## src/rtl/conv_window_feeder_pkg.sv

```systemverilog
// Shared types for the convolution window feeder.
// Row framing FSM states; pix_ready is low only in GAP.
package conv_pkg;

    typedef enum logic [1:0] {
        FILL = 2'd0,
        RUN  = 2'd1,
        GAP  = 2'd2
    } state_t;

endpackage

```

## src/rtl/conv_window_feeder_if.sv

```systemverilog
// Pixel stream in, window vector out, between the feeder and its neighbours.
// The slave side is the feeder; the master side is upstream source plus the core.
interface conv_window_feeder_if #(
    parameter int IMG_WIDTH = 16,
    parameter int IMG_NB    = 3
);
    logic [IMG_WIDTH-1:0]        pix_data;
    logic                        pix_valid;
    logic                        pix_last;
    logic                        pix_ready;
    logic [IMG_WIDTH*IMG_NB-1:0] img;
    logic                        val;
    logic                        row_done;
    logic                        err;

    modport master (
        output pix_data, pix_valid, pix_last,
        input  pix_ready, img, val, row_done, err
    );

    modport slave (
        input  pix_data, pix_valid, pix_last,
        output pix_ready, img, val, row_done, err
    );
endinterface

```

## src/rtl/conv_window_feeder_shift.sv

```systemverilog
// IMG_NB-deep pixel shift register; lane 0 oldest, top lane newest.
// nxt is the contents after a shift, so the caller can register a window in the same cycle.
module window_shift #(
    parameter int IMG_WIDTH = 16,
    parameter int IMG_NB    = 3
) (
    input  logic                        clk,
    input  logic                        clr,
    input  logic                        shift,
    input  logic [IMG_WIDTH-1:0]        din,
    output logic [IMG_WIDTH*IMG_NB-1:0] win,
    output logic [IMG_WIDTH*IMG_NB-1:0] nxt
);
    assign nxt = {din, win[IMG_WIDTH*IMG_NB-1:IMG_WIDTH]};

    always_ff @(posedge clk) begin
        if (clr) begin
            win <= '0;
        end else if (shift) begin
            win <= nxt;
        end
    end
endmodule

```

## src/rtl/conv_window_feeder.sv

```systemverilog
// Serial-to-window front end for the 1-D convolution core: frames rows,
// emits one registered window per accepted pixel once full, and idles between rows.
module conv_window_feeder
    import conv_pkg::*;
#(
    parameter int IMG_WIDTH = 16,
    parameter int IMG_NB    = 3,
    parameter int ROW_LEN   = 8,
    parameter int ROW_GAP   = 2
) (
    input  logic                  clk,
    input  logic                  rst,
    conv_window_feeder_if.slave   bus
);
    localparam int CW = $clog2(ROW_LEN);
    localparam int GW = (ROW_GAP > 0) ? $clog2(ROW_GAP + 1) : 1;
    localparam state_t AFTER_ROW = (ROW_GAP == 0) ? FILL : GAP;

    state_t                      state_q, state_d;
    logic [CW-1:0]               col_q;
    logic [GW-1:0]               gap_q;
    logic                        xfer, at_end, fill_done, term, emit;
    logic [IMG_WIDTH*IMG_NB-1:0] win, nxt;
    logic [IMG_WIDTH*IMG_NB-1:0] img_q;
    logic                        val_q, row_done_q, err_q;

    assign bus.pix_ready = !rst && (state_q != GAP);
    assign xfer          = bus.pix_valid && bus.pix_ready;
    assign at_end        = (col_q == CW'(ROW_LEN - 1));
    assign fill_done     = (col_q == CW'(IMG_NB - 1));
    assign term          = xfer && (bus.pix_last || at_end);
    assign emit          = xfer && ((state_q == RUN) || (state_q == FILL && fill_done));

    // Termination clears the window so no output ever mixes two rows.
    window_shift #(
        .IMG_WIDTH (IMG_WIDTH),
        .IMG_NB    (IMG_NB)
    ) u_shift (
        .clk   (clk),
        .clr   (rst || term),
        .shift (xfer),
        .din   (bus.pix_data),
        .win   (win),
        .nxt   (nxt)
    );

    always_ff @(posedge clk) begin
        if (rst) begin
            state_q <= FILL;
        end else begin
            state_q <= state_d;
        end
    end

    always_comb begin
        state_d = state_q;
        case (state_q)
            FILL: begin
                if (term) begin
                    state_d = AFTER_ROW;
                end else if (xfer && fill_done) begin
                    state_d = RUN;
                end
            end
            RUN: begin
                if (term) begin
                    state_d = AFTER_ROW;
                end
            end
            GAP: begin
                if (int'(gap_q) >= ROW_GAP - 1) begin
                    state_d = FILL;
                end
            end
            default: state_d = FILL;
        endcase
    end

    always_ff @(posedge clk) begin
        if (rst) begin
            col_q <= '0;
            gap_q <= '0;
            err_q <= 1'b0;
        end else begin
            if (term) begin
                col_q <= '0;
            end else if (xfer) begin
                col_q <= col_q + 1'b1;
            end
            gap_q <= (state_q == GAP) ? gap_q + 1'b1 : '0;
            // Early last, or a full row without last, are both framing faults.
            if (xfer && (bus.pix_last != at_end)) begin
                err_q <= 1'b1;
            end
        end
    end

    // Output stage: one cycle after the completing transfer.
    always_ff @(posedge clk) begin
        if (rst) begin
            img_q      <= '0;
            val_q      <= 1'b0;
            row_done_q <= 1'b0;
        end else begin
            val_q      <= emit;
            row_done_q <= term;
            if (emit) begin
                img_q <= nxt;
            end
        end
    end

    assign bus.img      = img_q;
    assign bus.val      = val_q;
    assign bus.row_done = row_done_q;
    assign bus.err      = err_q;
endmodule

```

## src/flat_wrapper.sv

```systemverilog
// flat-port wrapper written by rule: the top's interface ports become plain ports
module conv_window_feeder_flat import conv_pkg::*;
#(
    parameter int IMG_WIDTH = 16,
    parameter int IMG_NB    = 3,
    parameter int ROW_LEN   = 8,
    parameter int ROW_GAP   = 2
)
  (clk, rst, bus_pix_data, bus_pix_valid, bus_pix_last, bus_pix_ready, bus_img, bus_val, bus_row_done, bus_err);
  conv_window_feeder_if #(.IMG_WIDTH(IMG_WIDTH), .IMG_NB(IMG_NB)) bus_i ();
  input  logic clk;
  input  logic rst;
  input wire logic [$bits(bus_i.pix_data)-1:0] bus_pix_data;
  input wire logic [$bits(bus_i.pix_valid)-1:0] bus_pix_valid;
  input wire logic [$bits(bus_i.pix_last)-1:0] bus_pix_last;
  output wire logic [$bits(bus_i.pix_ready)-1:0] bus_pix_ready;
  output wire logic [$bits(bus_i.img)-1:0] bus_img;
  output wire logic [$bits(bus_i.val)-1:0] bus_val;
  output wire logic [$bits(bus_i.row_done)-1:0] bus_row_done;
  output wire logic [$bits(bus_i.err)-1:0] bus_err;
  assign bus_i.pix_data = bus_pix_data;
  assign bus_i.pix_valid = bus_pix_valid;
  assign bus_i.pix_last = bus_pix_last;
  assign bus_pix_ready = bus_i.pix_ready;
  assign bus_img = bus_i.img;
  assign bus_val = bus_i.val;
  assign bus_row_done = bus_i.row_done;
  assign bus_err = bus_i.err;
  conv_window_feeder #(.IMG_WIDTH(IMG_WIDTH), .IMG_NB(IMG_NB), .ROW_LEN(ROW_LEN), .ROW_GAP(ROW_GAP)) u_core (.clk(clk), .rst(rst), .bus(bus_i));
endmodule
```

## config.mk

```make
export PLATFORM = sky130hd
export DESIGN_NAME = conv_window_feeder_flat
export DESIGN_NICKNAME = d
export VERILOG_FILES = /design/src/rtl/conv_window_feeder_pkg.sv /design/src/rtl/conv_window_feeder_if.sv /design/src/rtl/conv_window_feeder_shift.sv /design/src/rtl/conv_window_feeder.sv /design/src/flat_wrapper.sv
export SDC_FILE = /design/constraint.sdc
export NUM_CORES = 1
export LEC_CHECK = 0
export ABC_AREA = 1
export CAP_MARGIN = 20
export CORE_MARGIN = 3
export CORE_UTILIZATION = 54
export CTS_CLUSTER_DIAMETER = 200
export DETAILED_ROUTE_END_ITERATION = 6
export PLACE_DENSITY = 0.89
export SLEW_MARGIN = 0
export SYNTH_ARGS = -nofsm -noshare
export SYNTH_HDL_FRONTEND = slang
export SYNTH_SLANG_ARGS = --single-unit
```

## constraint.sdc

```tcl
create_clock -name clk -period 4.2 [get_ports clk]
set_clock_uncertainty 0.05 [all_clocks]
set_input_delay 1.05 -clock clk [delete_from_list [all_inputs] [get_ports clk]]
set_output_delay 1.05 -clock clk [all_outputs]
set_load 0.005 [all_outputs]
```

==> results.txt <==
----------------------------------------------------
[Worst setup path]
  Longest individual stage delay on the worst path ... 0.59 ns
  Critical Path Source Type ... input pin
  Slowest library cell on the worst path ... clkdlybuf4s50_1
  Reg-to-Reg Start ... u_core.state_q[1]
  Cell family with the largest share of critical-path delay ... buffers and inverters
  Category of the critical setup timing path ... in -> out
  Most prevalent standard cell on the critical path ... clkdlybuf4s50_1
  Worst path bufs/invs ... 2
  Critical path origin ... rst
  Data arrival time of the critical path ... 2.41 ns
  Ordered cell list for the critical path ... clkdlybuf4s50_1 > a21oi_4 > clkdlybuf4s50_1
  Maximum fanout along the worst path ... 7
  Critical path data required time ... 3.10 ns
  Kind of end point of the critical path ... output pin

[Yosys]
  Area of the mapped netlist ... 0.00351 mm2
  Post-synthesis sequential element count ... 90
  Top post-synthesis cells by count ... nand2_1, nor2_1, dfxtp_1, inv_1, o21ai_0
  Area share of the largest cell type after synthesis ... 51.4%
  Synthesized net count ... 506
  Most common flop cell mapped by yosys ... dfxtp_1
  Warning count from the yosys run ... 0
  Post-synth EDFFs ... 0
  Top post-synthesis cells by area ... dfxtp_1, nand2_1, nor2_1, inv_1, o21ai_0
  Most numerous cell in the Yosys netlist ... nand2_1
  Mean post-synth cell area ... 7.29 um2
  Unique masters post-synth ... 26
  Post-synth ARST share ... 0%
  Syn Inst Count ... 481
  Share of synthesized area occupied by flip-flops and latches ... 51.4%
  Yosys top cell by area ... dfxtp_1

[Clocking]
  Hold Buf Count CTS ... 0
  Number of levels the H-tree was split into ... 3
  TritonCTS clock tree ... built
  Worst-Skew Late Latency ... 0.36 ns
  Buffers inserted during post-CTS setup optimization ... 0
  Total CTS buffers ... 9
  Clock root buffer master ... clkbuf_8
  Clock transition at path regs ... 0.09 ns
  Count of instances resized after the clock tree is built ... 0
  Clock buffer depth ... 2
  Clock Sinks ... 90

[STA]
  Number of failing hold endpoints at the final stage ... 0
  Count of final max-slew check failures ... 0
  Achievable frequency ... 285 MHz
  Final worst hold slack ... 0.388 ns
  Headroom to the max-slew limit ... 47.5%
  Setup ws final ... 0.690 ns
  Period utilisation layout ... 83.6%
  # setup viols final ... 0
  Accumulated negative setup slack ... 0 ns
  Transition time of the tightest slew-check pin ... 0.785 ns
  Fin crit period ... 3.51 ns
  Setup repair after global routing missed its margin ... false

[Outcome]
  Result of the run ... finished clean

[Detailed routing]
  Aggregate routed wire length ... 7610 um
  Iteration-0 DRC Markers ... 131
  WL per Instance ... 12.3 um
  # DRC ... 0
  Vias per cell ... 4.93
  TritonRoute pass-1 iters ... 4
  Overall via count from detail_route ... 3054
  Antenna Nets Post-Route ... 0

[Floorplan]
  Chip Width ... 86.6 um
  Initial Util ... 57.5%
  Die Area ... 0.00750 mm2
  Count of boundary I/O pins ... 72
  Floorplan Core Area ... 0.00610 mm2
  Vertical extent of the die ... 86.6 um
  Number of placement rows ... 28

[Global route]
  Number of antenna violations at the first check in global routing ... 0
  Maximum number of pins on one net before global-route repair ... 52
  Global-route usage over all layers ... 21.1%
  Vias in the first global route ... 2891
  Residual overflow from global routing ... 0
  First-pass GRT wire length ... 12600 um

[Placed design]
  Estimated wirelength of the detail-placed design ... 4870 um
  Routability congestion estimate from global placement ... 0.827
  Pre-CTS worst setup slack ... 0.594 ns
  Port-buffer cells ... 71

[Pwr]
  Power per unit of standard cell area ... 467 mW/mm2
  Switching power as a share of total power ... 29.6%
  Clock power frac ... 29.2%
  Combinational share of power ... 22.3%
  Largest voltage drop on the vdd net ... 0.295 mV
  Total internal power ... 1.44 mW
  Static power due to leakage ... 2.09 nW
  Register share of total power ... 48.5%
  Reported net switching power ... 0.604 mW

[Layout]
  Diodes inserted ... 0
  Nets ... 565
  Area growth from synthesis to layout ... 24.8%
  Fraction of final layout cells sized beyond drive strength 1 ... 4.95%

[Flow run]
  Maxcap violations ... 0

[Hold path]
  Class of the worst hold path ... reg -> reg
  Startpoint of the most critical hold path ... u_core.gap_q[0]

----------------------------------------------------
metal layers:
metal	vias up	GRT usage (%)	part of all wire, %
met5	-	0	0
met4	0	11.0	2.2
met3	17	3.99	5.4
met2	81	34.8	47
met1	1385	26.3	45
li1	1571	-	-
cell families after synthesis:
group | Yosys count | synth area share [%]
AOI/OAI and AO/OA | 54 | 8.03
buffers and inverters | 75 | 9.85
DFF | 90 | 51.4
adders and majority gates | 5 | 1.78
and+or+nand+nor | 256 | 28.7
xor gates and xnor gates | 1 | 0.250
path summary, 6_finish.rpt:
kind / cells after the start / slack [ns] / endpoint
worst max-delay path: 3 / 0.69 / bus_pix_ready
worst min-delay path: 1 / 0.39 / u_core.gap_q[0]
worst max register to register: 7 / 1.84 / u_core.bus.img[4]
worst min register to register: 1 / 0.39 / u_core.gap_q[0]
placed cells by master, fill, tap and decap left out, drive strengths merged:
master,netlist,routed
nand2,146,146
nor2,102,102
dfxtp,90,90
clkdlybuf4s50,0,71
inv,49,49
o21ai,49,49
clkbuf,6,10
ha,5,5
a21oi,5,5
clkinvlp,0,3
clkinv,1,3
nor3,2,2
nand3,2,2
buf,19,2
nand4,2,2
xor2,1,1
nor3b,1,1
nand3b,1,1
bufinv,0,1
stage by stage:
stage          power, mW  area [um2]  util [%]  cells
6_report            2.04        4380      71.8    620
5_1_grt             2.15        4380      71.8    620
4_1_cts             2.05        4380      71.8    620
3_5_place_dp        1.47        4170      68.5    604
3_3_place_gp        1.44        4170      68.5    604
2_1_floorplan       1.29        3510         -    481
state kept, by name (all words and copies together), names as in the netlist:
name                 cells
u_core.bus.img          48
u_core.col_q             3
u_core.u_shift.win      32
u_core.bus.err           1
u_core.gap_q             2
u_core.bus.row_done      1
u_core.state_q           2
u_core.bus.val           1
area by class of cell:
type,count,area (um2)
Timing Repair Buffer,73,726
Clock inverter,6,66.3
Inverter,50,191
Multi-Input combinational cell,316,1360
Tap cell,75,93.8
Clock buffer,10,138
Fill cell,498,1720
Sequential cell,90,1800
power by group through the flow:
stage	Clock [mW]	Combinational, mW	Sequential (mW)
CTS	0.599	0.458	0.991
global placement	0	0.431	1.01
global route	0.643	0.509	1.00
detailed placement	0	0.455	1.01
finish	0.596	0.456	0.990
floorplan	0	0.280	1.01
(Power assumes the default switching activity.)
